--- config.mk ---
export PLATFORM = sky130hd
export DESIGN_NAME = queue_rr_arbiter
export DESIGN_NICKNAME = d
export VERILOG_FILES = /design/src/rtl/queue_rr_arbiter.sv
export SDC_FILE = /design/constraint.sdc
export NUM_CORES = 1
export LEC_CHECK = 0
export ABC_AREA = 1
export CORE_ASPECT_RATIO = 1.4
export CORE_MARGIN = 3
export CORE_UTILIZATION = 38
export CTS_CLUSTER_DIAMETER = 30
export DETAILED_ROUTE_END_ITERATION = 10
export GPL_ROUTABILITY_DRIVEN = 0
export PLACE_DENSITY_LB_ADDON = 0.05
export SYNTH_ARGS = -nofsm -noshare
export SYNTH_HDL_FRONTEND = slang
export SYNTH_SLANG_ARGS = --single-unit
--- constraint.sdc ---
create_clock -name clk -period 2.05 [get_ports clk]
set_clock_uncertainty 0.2 [all_clocks]
set_input_delay 0.205 -clock clk [delete_from_list [all_inputs] [get_ports clk]]
set_output_delay 0.205 -clock clk [all_outputs]
set_load 0.005 [all_outputs]
--- src/rtl/queue_rr_arbiter.sv ---
// queue_rr_arbiter: burst-limited round-robin arbiter that funnels NUM_REQ
// producers into one shared tagged FIFO. It also drains the FIFO into a
// registered valid/ready output stage that carries the requester ID.
module queue_rr_arbiter #(
    parameter int NUM_REQ    = 4,
    parameter int DATA_WIDTH = 16,
    parameter int ID_WIDTH   = $clog2(NUM_REQ),
    parameter int BURST      = 4
) (
    input  logic                           clk,
    input  logic                           rst_n,
    input  logic [NUM_REQ-1:0]             req_valid,
    input  logic [NUM_REQ*DATA_WIDTH-1:0]  req_data,
    output logic [NUM_REQ-1:0]             req_ready,
    output logic                           q_enq_valid,
    output logic [DATA_WIDTH+ID_WIDTH-1:0] q_enq_data,
    input  logic                           q_full,
    output logic                           q_deq_ready,
    input  logic [DATA_WIDTH+ID_WIDTH-1:0] q_deq_data,
    input  logic                           q_empty,
    output logic                           out_valid,
    output logic [DATA_WIDTH-1:0]          out_data,
    output logic [ID_WIDTH-1:0]            out_id,
    input  logic                           out_ready,
    output logic                           busy,
    output logic [ID_WIDTH-1:0]            grant_id
);

    typedef enum logic {IDLE, GRANT} state_t;

    localparam logic [7:0] LAST_BEAT = 8'(BURST - 1);

    state_t                               state, state_nxt;
    logic [ID_WIDTH-1:0]                  rr_ptr;
    logic [ID_WIDTH-1:0]                  owner;
    logic [7:0]                           beat_cnt;
    logic [NUM_REQ-1:0][DATA_WIDTH-1:0]   req_slices;
    logic [DATA_WIDTH-1:0]                owner_data;
    logic [ID_WIDTH-1:0]                  pick;
    logic [ID_WIDTH-1:0]                  scan_idx;
    logic                                 pick_vld;
    logic                                 owner_vld;
    logic                                 xfer;
    logic                                 release_grant;

    // Increment modulo NUM_REQ; wraps explicitly for non power-of-2 counts.
    function automatic logic [ID_WIDTH-1:0] wrap_inc(input logic [ID_WIDTH-1:0] v);
        if (v == ID_WIDTH'(NUM_REQ - 1))
            return '0;
        return v + ID_WIDTH'(1);
    endfunction

    for (genvar g = 0; g < NUM_REQ; g++) begin : g_slice
        assign req_slices[g] = req_data[g*DATA_WIDTH +: DATA_WIDTH];
    end

    assign owner_data = req_slices[owner];
    assign owner_vld  = req_valid[owner];
    assign xfer       = (state == GRANT) && owner_vld && !q_full;
    // A stalled owner (valid but FIFO full) keeps the grant; a dropped valid releases it.
    assign release_grant = (state == GRANT) &&
                           ((xfer && (beat_cnt == LAST_BEAT)) || !owner_vld);

    // Round-robin scan starting at rr_ptr; first valid requester wins.
    always_comb begin
        pick     = rr_ptr;
        pick_vld = 1'b0;
        scan_idx = rr_ptr;
        for (int k = 0; k < NUM_REQ; k++) begin
            if (!pick_vld && req_valid[scan_idx]) begin
                pick     = scan_idx;
                pick_vld = 1'b1;
            end
            scan_idx = wrap_inc(scan_idx);
        end
    end

    // FSM state register.
    always_ff @(posedge clk or negedge rst_n) begin
        if (!rst_n) state <= IDLE;
        else        state <= state_nxt;
    end

    // FSM next-state: one arbitration bubble in IDLE per grant.
    always_comb begin
        state_nxt = state;
        case (state)
            IDLE:    if (pick_vld)      state_nxt = GRANT;
            GRANT:   if (release_grant) state_nxt = IDLE;
            default:                    state_nxt = IDLE;
        endcase
    end

    // FSM outputs: only the owner sees ready, and only while the FIFO has room.
    always_comb begin
        req_ready   = '0;
        if (state == GRANT)
            req_ready[owner] = !q_full;
        q_enq_valid = xfer;
        q_enq_data  = {owner, owner_data};
        busy        = (state == GRANT);
        grant_id    = owner;
    end

    // Grant bookkeeping: owner capture, beat counting, pointer rotation on release.
    always_ff @(posedge clk or negedge rst_n) begin
        if (!rst_n) begin
            rr_ptr   <= '0;
            owner    <= '0;
            beat_cnt <= '0;
        end else begin
            if (state == IDLE && pick_vld) begin
                owner    <= pick;
                beat_cnt <= '0;
            end else if (xfer) begin
                beat_cnt <= beat_cnt + 8'd1;
            end
            if (release_grant)
                rr_ptr <= wrap_inc(owner);
        end
    end

    // Pop whenever the stage is empty or being drained; gated so it drops in reset.
    assign q_deq_ready = rst_n && !q_empty && (!out_valid || out_ready);

    // Output stage: load on pop, clear on handshake without refill, hold otherwise.
    always_ff @(posedge clk or negedge rst_n) begin
        if (!rst_n) begin
            out_valid <= 1'b0;
            out_data  <= '0;
            out_id    <= '0;
        end else if (q_deq_ready) begin
            out_valid <= 1'b1;
            out_data  <= q_deq_data[DATA_WIDTH-1:0];
            out_id    <= q_deq_data[DATA_WIDTH +: ID_WIDTH];
        end else if (out_ready) begin
            out_valid <= 1'b0;
        end
    end

endmodule

==> results of run 1 <==
## repair_timing
item,in CTS,in global routing
hold endpoints to repair,0,0
setup endpoints to repair,21,11
cloned,1,0
setup buffers,11,2
resized for setup,29,3
## metal layers
layer / GRT usage / up-vias / share of wire
li1: - / 1397 / -
met1: 0.247 / 1260 / 0.38
met2: 0.424 / 103 / 0.53
met3: 0.0476 / 8 / 0.074
met4: 0.0637 / 0 / 0.015
met5: 0 / - / 0
## cell usage after synthesis
library cell,instances
sky130_fd_sc_hd__a21oi_1,5
sky130_fd_sc_hd__buf_1,1
sky130_fd_sc_hd__buf_2,3
sky130_fd_sc_hd__buf_4,2
sky130_fd_sc_hd__buf_6,2
sky130_fd_sc_hd__clkbuf_1,8
sky130_fd_sc_hd__clkinv_1,1
sky130_fd_sc_hd__clkinv_2,1
sky130_fd_sc_hd__dfrtp_1,32
sky130_fd_sc_hd__ha_1,6
sky130_fd_sc_hd__inv_1,22
sky130_fd_sc_hd__inv_2,3
sky130_fd_sc_hd__inv_4,2
sky130_fd_sc_hd__inv_8,1
sky130_fd_sc_hd__nand2_1,108
sky130_fd_sc_hd__nand2_2,8
sky130_fd_sc_hd__nand2_4,2
sky130_fd_sc_hd__nand3_1,10
sky130_fd_sc_hd__nand3_2,4
sky130_fd_sc_hd__nand4_1,3
sky130_fd_sc_hd__nor2_1,46
sky130_fd_sc_hd__nor2_2,1
sky130_fd_sc_hd__nor2_4,1
sky130_fd_sc_hd__nor2_8,1
sky130_fd_sc_hd__nor3_1,4
sky130_fd_sc_hd__nor4_1,1
sky130_fd_sc_hd__o21ai_0,37
sky130_fd_sc_hd__o21ai_1,2
sky130_fd_sc_hd__o22ai_1,16
sky130_fd_sc_hd__o31ai_1,1
sky130_fd_sc_hd__or2_2,1
sky130_fd_sc_hd__xnor2_1,1
sky130_fd_sc_hd__xor2_1,2
## sequential cells by signal (all words and copies together), names as in the netlist
signal     flops
out_data      16
beat_cnt       8
grant_id       2
out_id         2
rr_ptr         2
busy           1
out_valid      1
## metrics by stage
step / hold slack, ns / setup WS [ns] / instance area [um2] / instances / total power [mW]
floorplan: -0.291 / 0.230 / 2270 / 338 / 2.56
global placement: 0.253 / 0.0241 / 3780 / 542 / 3.85
detailed placement: 0.258 / 0.0201 / 3780 / 542 / 3.89
CTS: 0.160 / 0.0616 / 3980 / 562 / 4.54
global route: 0.194 / 0.00803 / 4000 / 564 / 4.93
finish: 0.154 / 0.0947 / 4000 / 564 / 4.54
## power by group through the flow
| stage | Clock [mW] | Sequential (mW) | Combinational, mW |
|---|---|---|---|
| after global placement | 0 | 0.847 | 3.00 |
| after global routing | 0.624 | 0.876 | 3.43 |
| after detailed placement | 0 | 0.852 | 3.04 |
| after CTS | 0.598 | 0.859 | 3.08 |
| after floorplan | 0 | 0.864 | 1.70 |
| final | 0.579 | 0.858 | 3.10 |
## worst max-delay path: cells and delay by family (launching register included)
kind                     cells  cell delay (ns)
adder cells (fa/ha/maj)      1             0.19
buffers and inverters        4             0.62
flip-flops                   1             0.42
AND/OR/NAND/NOR              1             0.04
## cells by family after synthesis
logic type	count (synthesis)	synth area share
simple gates	190	0.365
compound gates	61	0.144
buf+inv	46	0.0936
flops	32	0.352
fa+ha+maj	6	0.0330
xor+xnor	3	0.0116
## final cells by class
| type | count | area, um2 |
|---|---|---|
| clock buffer | 6 | 72.6 |
| clock inverter | 2 | 35.0 |
| fill | 505 | 1650 |
| inverter | 30 | 129 |
| multi-input combinational | 260 | 1270 |
| sequential | 32 | 802 |
| tap | 68 | 85.1 |
| timing repair buffer | 165 | 1600 |
| timing repair inverter | 1 | 7.51 |
## worst max-delay path by stage
stage | slack [ns] | cells after the start | start | endpoint
2_1_floorplan | 0.23 | 12 | rr_ptr[1] | beat_cnt[7]
3_3_place_gp | 0.02 | 5 | q_full | req_ready[2]
3_5_place_dp | 0.02 | 5 | q_full | req_ready[2]
4_1_cts | 0.06 | 5 | grant_id[0] | q_enq_data[15]
5_1_grt | 0.008 | 6 | grant_id[0] | req_ready[2]
6_report | 0.09 | 6 | grant_id[1] | req_ready[3]
==> impl_metrics.xml, run 1 <==
<?xml version="1.0" encoding="UTF-8"?>
<metrics>
  <group name="clock_tree">
    <metric name="ctsRootBufferMaster" unit="">sky130_fd_sc_hd__clkbuf_8</metric>
    <metric name="cts.htree.levels" unit="">2</metric>
    <metric name="cts_hold_repair.buffers" unit="">0</metric>
    <metric name="clock_insertion_delay_worst_skew" unit="ns">0.28</metric>
    <metric name="cts_buffers" unit="">5</metric>
    <metric name="clk_transition_reported_paths" unit="ns">0.06</metric>
    <metric name="num_clock_sinks" unit="">32</metric>
    <metric name="clock_tree.buffer_depth" unit="">2</metric>
    <metric name="cts_tree" unit="">yes</metric>
  </group>
  <group name="synthesis">
    <metric name="postSynthCellCount" unit="">338</metric>
    <metric name="synth.top_cell.area_share" unit="">0.352</metric>
    <metric name="synth_area_leaders" unit="">sky130_fd_sc_hd__dfrtp_1 35%, sky130_fd_sc_hd__nand2_1 18%, sky130_fd_sc_hd__o21ai_0 8.1%</metric>
    <metric name="yosysTopAreaCell" unit="">sky130_fd_sc_hd__dfrtp_1</metric>
    <metric name="syn_area_per_cell" unit="um2">6.72</metric>
    <metric name="netlist_area" unit="mm2">0.00227</metric>
    <metric name="yosys_synthesis_warning_count" unit="">0</metric>
    <metric name="synth-seq-area-share" unit="">0.352</metric>
    <metric name="post_synth_num_cell_types" unit="">33</metric>
    <metric name="synth.ff_latch_count" unit="">32</metric>
    <metric name="syn_nets" unit="">435</metric>
  </group>
  <group name="placed_design">
    <metric name="place.port_buffers" unit="">136</metric>
    <metric name="dp_hpwl" unit="um">6100</metric>
  </group>
  <group name="power_and_ir_drop">
    <metric name="sequentialPowerShare" unit="">0.189</metric>
    <metric name="p_per_area" unit="mW/mm2">1130</metric>
    <metric name="p_int" unit="mW">2.61</metric>
    <metric name="leakage_power_total" unit="nW">1.93</metric>
    <metric name="share_comb_of_total_power" unit="">0.683</metric>
    <metric name="p_sw_frac" unit="">0.426</metric>
    <metric name="p_clk_frac" unit="">0.128</metric>
    <metric name="vdd_drop_max" unit="V">0.000603</metric>
    <metric name="total_switching_power" unit="mW">1.93</metric>
  </group>
  <group name="final_layout">
    <metric name="post_route_cells_drive_above_1_share" unit="">0.135</metric>
    <metric name="commonest_non_fill_non_tap_cells_in_the_layout" unit="">115 x sky130_fd_sc_hd__clkdlybuf4s50_1, 108 x sky130_fd_sc_hd__nand2_1, 46 x sky130_fd_sc_hd__nor2_1, 36 x sky130_fd_sc_hd__o21ai_0, 31 x sky130_fd_sc_hd__dfrtp_1</metric>
    <metric name="layout_commonest_cell" unit="">sky130_fd_sc_hd__clkdlybuf4s50_1</metric>
    <metric name="flow.area_growth_from_synthesis" unit="%">76.0</metric>
    <metric name="finish.utilization" unit="">0.708</metric>
    <metric name="final_nets" unit="">592</metric>
    <metric name="antennaDiodeCount" unit="">0</metric>
  </group>
  <group name="floorplan">
    <metric name="pin_count" unit="">137</metric>
    <metric name="die-height" unit="um">97.5</metric>
    <metric name="floorplan.initialDensity" unit="">0.402</metric>
    <metric name="placement_row_count" unit="">32</metric>
    <metric name="dieArea" unit="mm2">0.00696</metric>
    <metric name="fp.coreArea" unit="mm2">0.00565</metric>
    <metric name="die_w" unit="um">71.4</metric>
  </group>
  <group name="sta">
    <metric name="unrepaired_setup_endpoints_after_global_routing" unit="">false</metric>
    <metric name="hold_violations" unit="">0</metric>
    <metric name="tightest_slew" unit="ns">0.405</metric>
    <metric name="fmax" unit="MHz">511</metric>
    <metric name="post_layout_minimum_cycle_time" unit="ns">1.96</metric>
    <metric name="slew_violations" unit="">0</metric>
    <metric name="setup_viol" unit="">0</metric>
    <metric name="share_of_the_clock_period_used_by_the_worst_path" unit="">0.954</metric>
    <metric name="setup-tns-final" unit="ns">0</metric>
    <metric name="worst_slew_margin_rel" unit="">0.730</metric>
  </group>
  <group name="global_routing">
    <metric name="pin_count_of_the_biggest_net_entering_global_routing" unit="">33</metric>
    <metric name="antenna_found_initial" unit="">0</metric>
    <metric name="overflow" unit="">0</metric>
    <metric name="grt_use_total" unit="">0.226</metric>
    <metric name="first_global_vias" unit="">2652</metric>
    <metric name="grt_first_pass_wirelength" unit="um">12700</metric>
  </group>
  <group name="drt">
    <metric name="drc" unit="">0</metric>
    <metric name="wire_per_inst" unit="um">13.9</metric>
    <metric name="drt-vias-per-instance" unit="">4.91</metric>
    <metric name="route.vias.total" unit="">2768</metric>
    <metric name="drt.antenna.violating_nets" unit="">0</metric>
    <metric name="routed_wl" unit="um">7840</metric>
    <metric name="initialDrtViolationCount" unit="">126</metric>
    <metric name="drtPass1Iterations" unit="">7</metric>
  </group>
  <group name="min_path">
    <metric name="min-delay-path-class" unit="">input pin to async pin</metric>
  </group>
  <group name="worst_setup_path">
    <metric name="cp_slowest_cell" unit="">sky130_fd_sc_hd__dfrtp_1</metric>
    <metric name="worst_ep_arrival_time" unit="ns">1.55</metric>
    <metric name="reg2reg_to" unit="">beat_cnt[7]</metric>
    <metric name="cp_cell_instances" unit="">buf_6 -&gt; buf_4 -&gt; ha_1 -&gt; inv_1 -&gt; nor2_1 -&gt; dlygate4sd2_1</metric>
    <metric name="timing.critical_path.from_type" unit="">flop</metric>
    <metric name="reg2reg_from" unit="">rr_ptr[0]</metric>
    <metric name="critical_path_class" unit="">flop to output pin</metric>
    <metric name="crit_path_max_incr_delay" unit="ns">0.42</metric>
    <metric name="critical_path_required" unit="ns">1.64</metric>
    <metric name="rrSetupSlack" unit="ns">0.15</metric>
    <metric name="r2r_cells" unit="">12</metric>
    <metric name="crit_path_max_fanout" unit="">7</metric>
    <metric name="end_kind" unit="">output pin</metric>
  </group>
  <group name="flow_run">
    <metric name="maxCapViolCount" unit="">0</metric>
  </group>
  <group name="status">
    <metric name="status" unit="">finished clean</metric>
  </group>
</metrics>
Power figures use the tool's default switching activity.
==> run 2, diff against run 1 <==
--- a/config.mk
+++ b/config.mk
@@ -6,7 +6,7 @@
 export NUM_CORES = 1
 export LEC_CHECK = 0
 export ABC_AREA = 1
-export CORE_ASPECT_RATIO = 1.4
+export CORE_ASPECT_RATIO = 1.2
 export CORE_MARGIN = 3
 export CORE_UTILIZATION = 38
 export CTS_CLUSTER_DIAMETER = 30
@@ -16,3 +16,4 @@
 export SYNTH_ARGS = -nofsm -noshare
 export SYNTH_HDL_FRONTEND = slang
 export SYNTH_SLANG_ARGS = --single-unit
+export TNS_END_PERCENT = 5
==> constraint.sdc (replaced) <==
create_clock -name clk -period 2.05 [get_ports clk]
set_clock_uncertainty 0.2 [all_clocks]
set_input_delay 0.205 -clock clk [delete_from_list [all_inputs] [get_ports clk]]
set_output_delay 0.205 -clock clk [all_outputs]
set_load 0.02 [all_outputs]
==> run 2 against run 1 <==
Compared with the run above:
- first-iteration DRC count increased by 13%
- maximum frequency decreased by 0.70%
- setup slack got worse by 0.014 ns
- register-to-register slack about the same
- critical path type unchanged
==> impl_metrics.xml, run 2 (same netlist as run 1, synthesis figures left out) <==
<?xml version="1.0" encoding="UTF-8"?>
<metrics>
  <group name="global_routing">
    <metric name="overflow" unit="">0</metric>
    <metric name="grt_use_total" unit="">0.223</metric>
    <metric name="antenna_found_initial" unit="">0</metric>
    <metric name="pin_count_of_the_biggest_net_entering_global_routing" unit="">33</metric>
    <metric name="grt_first_pass_wirelength" unit="um">12600</metric>
    <metric name="first_global_vias" unit="">2514</metric>
  </group>
  <group name="sta">
    <metric name="post_layout_minimum_cycle_time" unit="ns">1.97</metric>
    <metric name="worst_setup_slack_after_layout" unit="ns">0.0810</metric>
    <metric name="setup_viol" unit="">0</metric>
    <metric name="setup-tns-final" unit="ns">0</metric>
    <metric name="share_of_the_clock_period_used_by_the_worst_path" unit="">0.961</metric>
    <metric name="tightest_slew" unit="ns">0.407</metric>
    <metric name="slew_violations" unit="">0</metric>
    <metric name="hold_violations" unit="">0</metric>
    <metric name="fmax" unit="MHz">508</metric>
    <metric name="unrepaired_setup_endpoints_after_global_routing" unit="">false</metric>
    <metric name="worst_slew_margin_rel" unit="">0.729</metric>
  </group>
  <group name="worst_setup_path">
    <metric name="critPathTopFamily" unit="">buffers and inverters</metric>
    <metric name="cp_slowest_cell" unit="">sky130_fd_sc_hd__dfrtp_2</metric>
    <metric name="cp_cell_instances" unit="">inv_4 -&gt; buf_12 -&gt; nor2_1 -&gt; o22ai_1 -&gt; clkdlybuf4s15_1</metric>
    <metric name="reg2reg_to" unit="">beat_cnt[7]</metric>
    <metric name="end_kind" unit="">output pin</metric>
    <metric name="crit_path_max_incr_delay" unit="ns">0.46</metric>
    <metric name="reg2reg_from" unit="">rr_ptr[0]</metric>
    <metric name="worst-path-buf-inv" unit="">3</metric>
    <metric name="timing.critical_path.from_type" unit="">flop</metric>
    <metric name="crit_path_max_fanout" unit="">16</metric>
    <metric name="worst_ep_arrival_time" unit="ns">1.56</metric>
    <metric name="r2r_cells" unit="">9</metric>
    <metric name="rrSetupSlack" unit="ns">0.15</metric>
    <metric name="critical_path_required" unit="ns">1.64</metric>
    <metric name="critical_path_class" unit="">flop to output pin</metric>
  </group>
  <group name="final_layout">
    <metric name="layoutNonFillerInstCount" unit="">566</metric>
    <metric name="final_nets" unit="">582</metric>
    <metric name="layout_top_registers" unit="">out_data (16), beat_cnt (8)</metric>
    <metric name="flow.area_growth_from_synthesis" unit="%">72.4</metric>
    <metric name="fin_area" unit="mm2">0.00392</metric>
    <metric name="layout_commonest_cell" unit="">sky130_fd_sc_hd__clkdlybuf4s50_1</metric>
    <metric name="largest_register_ff_count" unit="">16</metric>
    <metric name="top_register" unit="">out_data</metric>
    <metric name="commonest_non_fill_non_tap_cells_in_the_layout" unit="">114 x sky130_fd_sc_hd__clkdlybuf4s50_1, 108 x sky130_fd_sc_hd__nand2_1, 46 x sky130_fd_sc_hd__nor2_1, 37 x sky130_fd_sc_hd__o21ai_0, 30 x sky130_fd_sc_hd__dfrtp_1</metric>
    <metric name="antennaDiodeCount" unit="">0</metric>
    <metric name="post_route_cells_drive_above_1_share" unit="">0.146</metric>
  </group>
  <group name="power_and_ir_drop">
    <metric name="p_per_area" unit="mW/mm2">1240</metric>
    <metric name="leakage_power_total" unit="nW">1.88</metric>
    <metric name="vdd_drop_max" unit="V">0.000648</metric>
  </group>
  <group name="floorplan">
    <metric name="fp.coreArea" unit="mm2">0.00571</metric>
    <metric name="die-height" unit="um">90.7</metric>
    <metric name="floorplan.initialDensity" unit="">0.398</metric>
    <metric name="dieArea" unit="mm2">0.00695</metric>
    <metric name="placement_row_count" unit="">30</metric>
    <metric name="pin_count" unit="">137</metric>
    <metric name="die_w" unit="um">76.6</metric>
  </group>
  <group name="clock_tree">
    <metric name="clock_insertion_delay_worst_skew" unit="ns">0.28</metric>
    <metric name="clock_tree.buffer_depth" unit="">2</metric>
    <metric name="cts_tree" unit="">yes</metric>
    <metric name="postCtsSetupBuffers" unit="">0</metric>
    <metric name="cts_buffers" unit="">5</metric>
    <metric name="ctsRootBufferMaster" unit="">sky130_fd_sc_hd__clkbuf_8</metric>
    <metric name="num_clock_sinks" unit="">32</metric>
    <metric name="cts.htree.levels" unit="">2</metric>
    <metric name="clk_transition_reported_paths" unit="ns">0.07</metric>
  </group>
  <group name="drt">
    <metric name="routed_wl" unit="um">7640</metric>
    <metric name="detail_route.wirelength.met1" unit="um">3240</metric>
    <metric name="detailroute.wirelength.met2" unit="um">3750</metric>
    <metric name="drc" unit="">0</metric>
    <metric name="initialDrtViolationCount" unit="">143</metric>
    <metric name="route.vias.total" unit="">2696</metric>
    <metric name="drtPass1Iterations" unit="">4</metric>
    <metric name="route.met3.wl" unit="um">506</metric>
    <metric name="highest_layer" unit="">met4</metric>
    <metric name="drt.antenna.violating_nets" unit="">0</metric>
    <metric name="wire_per_inst" unit="um">13.5</metric>
    <metric name="drt-vias-per-instance" unit="">4.76</metric>
  </group>
  <group name="status">
    <metric name="status" unit="">finished clean</metric>
  </group>
  <group name="flow_run">
    <metric name="maxCapViolCount" unit="">0</metric>
  </group>
  <group name="placed_design">
    <metric name="cells_after_dpl" unit="">558</metric>
    <metric name="placed_cell_area" unit="mm2">0.00385</metric>
    <metric name="dp_hpwl" unit="um">6210</metric>
    <metric name="place.port_buffers" unit="">136</metric>
    <metric name="dp_worst_setup_slack" unit="ns">-0.0550</metric>
  </group>
  <group name="min_path">
    <metric name="min-delay-path-class" unit="">input pin to async pin</metric>
  </group>
</metrics>
[run 2: how the worst max path moves through the flow]
stage                      from        endpoint  slack (ns)  cells after the start
floorplan           grant_id[0]    req_ready[0]        0.11                      6
global placement         q_full    req_ready[2]       -0.07                      5
detailed placement       q_full    req_ready[0]       -0.05                      5
CTS                       rst_n     q_deq_ready       0.004                      4
global route        grant_id[1]  q_enq_data[14]       0.004                      5
finish              grant_id[0]   q_enq_data[1]        0.08                      5
[run 2: through the flow]
step,total power [mW],hold WS (ns),util
CTS,4.88,0.217,0.692
global route,5.29,0.224,0.687
detailed placement,4.41,0.258,0.675
finish,4.86,0.201,0.687
global placement,4.37,0.254,0.675
floorplan,2.96,-0.291,-
[run 2: where the power goes]
group          total (mW)  internal, mW  switching, mW
Sequential          0.874         0.762          0.112
Combinational        3.40          1.38           2.02
Clock               0.586         0.360          0.225
[run 2: layout make-up]
class | instances | area, um2
fillers | 506 | 1790
repair buffers | 156 | 1490
clock inverters | 2 | 35.0
flip-flops and latches | 32 | 803
well taps | 80 | 100
multi-input cells | 260 | 1290
inverters | 30 | 126
clock buffers | 6 | 72.6
[run 2: metal layers]
layer	vias up	global-route usage
li1	1380	-
met1	1208	0.277
met2	95	0.383
met3	13	0.0579
met4	0	0.0574
met5	-	0
[run 2: timing repair]
item | 4_1_cts | 5_1_grt
gates resized for setup | 31 | 31
setup endpoints to repair | 23 | 26
hold buffers | 0 | 0
==> run 3, diff against run 2 <==
--- a/config.mk
+++ b/config.mk
@@ -6,13 +6,15 @@
 export NUM_CORES = 1
 export LEC_CHECK = 0
 export ABC_AREA = 1
+export CAP_MARGIN = 20
 export CORE_ASPECT_RATIO = 1.2
-export CORE_MARGIN = 3
+export CORE_MARGIN = 2
 export CORE_UTILIZATION = 38
 export CTS_CLUSTER_DIAMETER = 30
 export DETAILED_ROUTE_END_ITERATION = 10
 export GPL_ROUTABILITY_DRIVEN = 0
 export PLACE_DENSITY_LB_ADDON = 0.05
+export SLEW_MARGIN = 20
 export SYNTH_ARGS = -nofsm -noshare
 export SYNTH_HDL_FRONTEND = slang
 export SYNTH_SLANG_ARGS = --single-unit
==> run 3 against run 2 <==
Compared with the run above:
- critical path depth unchanged
- hold slack worse by 0.049 ns
- maximum frequency shrank 0.39%
- setup slack lost 0.0077 ns
- count of clock-buffer cells in the layout down 1
- sequential cell count unchanged
- critical path type unchanged
- highest routed layer unchanged
==> impl_metrics.xml, run 3 (same netlist as run 1, synthesis figures left out) <==
<?xml version="1.0" encoding="UTF-8"?>
<metrics>
  <group name="status">
    <metric name="status" unit="">finished clean</metric>
  </group>
  <group name="clock_tree">
    <metric name="cts.htree.levels" unit="">2</metric>
    <metric name="cts_tree" unit="">yes</metric>
    <metric name="clock_insertion_delay_worst_skew" unit="ns">0.27</metric>
    <metric name="num_clock_sinks" unit="">32</metric>
    <metric name="clock_tree.buffer_depth" unit="">2</metric>
    <metric name="cts_buffers" unit="">5</metric>
    <metric name="clk_transition_reported_paths" unit="ns">0.07</metric>
    <metric name="cts_hold_repair.buffers" unit="">0</metric>
    <metric name="ctsRootBufferMaster" unit="">sky130_fd_sc_hd__clkbuf_8</metric>
    <metric name="postCtsSetupBuffers" unit="">0</metric>
  </group>
  <group name="flow_run">
    <metric name="maxCapViolCount" unit="">0</metric>
  </group>
  <group name="global_routing">
    <metric name="first_global_vias" unit="">2571</metric>
    <metric name="grt_use_total" unit="">0.236</metric>
    <metric name="grt_first_pass_wirelength" unit="um">12300</metric>
    <metric name="overflow" unit="">0</metric>
    <metric name="antenna_found_initial" unit="">0</metric>
    <metric name="pin_count_of_the_biggest_net_entering_global_routing" unit="">33</metric>
  </group>
  <group name="power_and_ir_drop">
    <metric name="vdd_drop_max" unit="V">0.000736</metric>
    <metric name="share_comb_of_total_power" unit="">0.724</metric>
    <metric name="leakage_power_total" unit="nW">1.89</metric>
    <metric name="p_sw_frac" unit="">0.494</metric>
    <metric name="p_per_area" unit="mW/mm2">1220</metric>
    <metric name="total_switching_power" unit="mW">2.38</metric>
    <metric name="p_clk_frac" unit="">0.099</metric>
    <metric name="sequentialPowerShare" unit="">0.178</metric>
    <metric name="p_int" unit="mW">2.44</metric>
  </group>
  <group name="sta">
    <metric name="unrepaired_setup_endpoints_after_global_routing" unit="">true</metric>
    <metric name="worst_slew_margin_rel" unit="">0.731</metric>
    <metric name="setup-tns-final" unit="ns">0</metric>
    <metric name="slew_violations" unit="">0</metric>
    <metric name="hold_violations" unit="">0</metric>
    <metric name="post_layout_minimum_cycle_time" unit="ns">1.98</metric>
    <metric name="tightest_slew" unit="ns">0.403</metric>
    <metric name="setup_viol" unit="">0</metric>
    <metric name="fmax" unit="MHz">506</metric>
    <metric name="share_of_the_clock_period_used_by_the_worst_path" unit="">0.964</metric>
    <metric name="worst_setup_slack_after_layout" unit="ns">0.0732</metric>
  </group>
  <group name="final_layout">
    <metric name="antennaDiodeCount" unit="">0</metric>
    <metric name="final.fill_count" unit="">495</metric>
    <metric name="top_register" unit="">out_data</metric>
    <metric name="layout_top_registers" unit="">out_data (16), beat_cnt (8)</metric>
    <metric name="commonest_non_fill_non_tap_cells_in_the_layout" unit="">113 x sky130_fd_sc_hd__clkdlybuf4s50_1, 108 x sky130_fd_sc_hd__nand2_1, 46 x sky130_fd_sc_hd__nor2_1, 35 x sky130_fd_sc_hd__o21ai_0, 31 x sky130_fd_sc_hd__dfrtp_1</metric>
    <metric name="flow.area_growth_from_synthesis" unit="%">74.0</metric>
    <metric name="layout_commonest_cell" unit="">sky130_fd_sc_hd__clkdlybuf4s50_1</metric>
    <metric name="layoutNonFillerInstCount" unit="">571</metric>
    <metric name="final_nets" unit="">587</metric>
    <metric name="post_route_cells_drive_above_1_share" unit="">0.145</metric>
    <metric name="largest_register_ff_count" unit="">16</metric>
  </group>
  <group name="worst_setup_path">
    <metric name="rrSetupSlack" unit="ns">0.14</metric>
    <metric name="timing.critical_path.from_type" unit="">flop</metric>
    <metric name="crit_path_max_incr_delay" unit="ns">0.44</metric>
    <metric name="most_repeated_library_cell_on_the_critical_path" unit="">sky130_fd_sc_hd__buf_4</metric>
    <metric name="crit_path_max_fanout" unit="">13</metric>
    <metric name="cp_slowest_cell" unit="">sky130_fd_sc_hd__dfrtp_2</metric>
    <metric name="worst-path-buf-inv" unit="">3</metric>
    <metric name="reg2reg_from" unit="">rr_ptr[0]</metric>
    <metric name="critical_path.startpoint" unit="">grant_id[0]</metric>
    <metric name="reg2reg_to" unit="">beat_cnt[7]</metric>
    <metric name="end_kind" unit="">output pin</metric>
    <metric name="cp_cell_instances" unit="">buf_4 -&gt; buf_4 -&gt; o21ai_0 -&gt; o22ai_1 -&gt; clkdlybuf4s15_2</metric>
    <metric name="worst_ep_arrival_time" unit="ns">1.57</metric>
    <metric name="r2r_cells" unit="">12</metric>
    <metric name="critical_path_class" unit="">flop to output pin</metric>
    <metric name="critical_path_required" unit="ns">1.64</metric>
    <metric name="critPathTopFamily" unit="">buffers and inverters</metric>
  </group>
  <group name="drt">
    <metric name="drt.antenna.violating_nets" unit="">0</metric>
    <metric name="drc" unit="">0</metric>
    <metric name="routed_wl" unit="um">7720</metric>
    <metric name="drt-vias-per-instance" unit="">4.89</metric>
    <metric name="route.vias.total" unit="">2795</metric>
    <metric name="drtPass1Iterations" unit="">4</metric>
    <metric name="initialDrtViolationCount" unit="">140</metric>
    <metric name="wire_per_inst" unit="um">13.5</metric>
  </group>
  <group name="floorplan">
    <metric name="die-height" unit="um">88.7</metric>
    <metric name="fp.coreArea" unit="mm2">0.00571</metric>
    <metric name="placement_row_count" unit="">30</metric>
    <metric name="pin_count" unit="">137</metric>
    <metric name="floorplan.initialDensity" unit="">0.398</metric>
    <metric name="dieArea" unit="mm2">0.00662</metric>
    <metric name="die_w" unit="um">74.6</metric>
  </group>
  <group name="placed_design">
    <metric name="cells_after_dpl" unit="">562</metric>
    <metric name="dp_worst_setup_slack" unit="ns">-0.0513</metric>
    <metric name="place.port_buffers" unit="">136</metric>
    <metric name="dp_hpwl" unit="um">6080</metric>
  </group>
  <group name="min_path">
    <metric name="min-delay-path-class" unit="">input pin to async pin</metric>
  </group>
</metrics>
==> run 3: changes by cell type in the layout (fill, tap and decap cells not counted), sizes merged, moves of 2 or more <==
cell | before | now
clkbuf | 20 | 9
dlygate4sd2 | 4 | 9
clkdlybuf4s15 | 2 | 9
clkinv | 3 | 5
buf | 21 | 25
==> run 3: cell type report <==
class	count	area, um2	share of cell area
timing repair buffer	160	1550	0.391
multi-input combinational	261	1290	0.326
sequential	32	802	0.203
inverter	30	126	0.0320
tap	80	100	0.0253
clock buffer	5	68.8	0.0174
clock inverter	3	18.8	0.00475
==> run 3: worst max path at each step <==
stage | to | slack, ns | cells past startpoint
final | q_enq_data[1] | 0.07 | 5
after global routing | q_enq_data[0] | -0.007 | 5
after CTS | q_enq_data[2] | 0.006 | 5
after detailed placement | q_enq_valid | -0.05 | 5
after global placement | q_enq_valid | -0.05 | 5
after floorplan | req_ready[0] | 0.11 | 6
==> run 3: metal layers <==
layer	vias up	track usage	wire (um)
met1	1283	0.300	3210
met3	12	0.0558	616
li1	1389	-	-
met4	0	0.0747	137
met2	111	0.397	3760
met5	-	0	0
==> run 3: metrics by stage <==
step / instance area [um2] / util / hold WS, ns / power, mW
2_1_floorplan: 2270 / - / -0.291 / 2.96
3_3_place_gp: 3870 / 0.678 / 0.253 / 4.39
3_5_place_dp: 3870 / 0.678 / 0.257 / 4.44
4_1_cts: 3940 / 0.691 / 0.162 / 4.78
5_1_grt: 3950 / 0.693 / 0.205 / 5.24
6_report: 3950 / 0.693 / 0.152 / 4.82
==> run 3: worst reg2reg max path, stage by stage, from the launching register on <==
cell and delay [ns]:
sky130_fd_sc_hd__dfrtp_1 0.42, sky130_fd_sc_hd__ha_4 0.28, sky130_fd_sc_hd__inv_2 0.10, sky130_fd_sc_hd__nand3_1 0.09
sky130_fd_sc_hd__nand2_1 0.10, sky130_fd_sc_hd__nand2_1 0.08, sky130_fd_sc_hd__nand2_2 0.10, sky130_fd_sc_hd__nand3_4 0.11
sky130_fd_sc_hd__nand2_4 0.14, sky130_fd_sc_hd__inv_4 0.06, sky130_fd_sc_hd__nor2_4 0.08, sky130_fd_sc_hd__nand2_1 0.05
sky130_fd_sc_hd__nand2_1 0.05
==> run 3: what timing repair did <==
item                                   in CTS  in global routing
gates cloned                                0                  1
pin swaps                                   0                  1
setup endpoints to repair                  26                 24
endpoints found under the hold margin       0                  0
resized for setup                          35                 19
==> run 3: power groups by stage <==
stage	Combinational, mW	Sequential, mW	Clock (mW)
6_report	3.49	0.856	0.475
5_1_grt	3.84	0.875	0.521
4_1_cts	3.44	0.847	0.489
3_5_place_dp	3.59	0.856	0
3_3_place_gp	3.54	0.849	0
2_1_floorplan	2.00	0.966	0
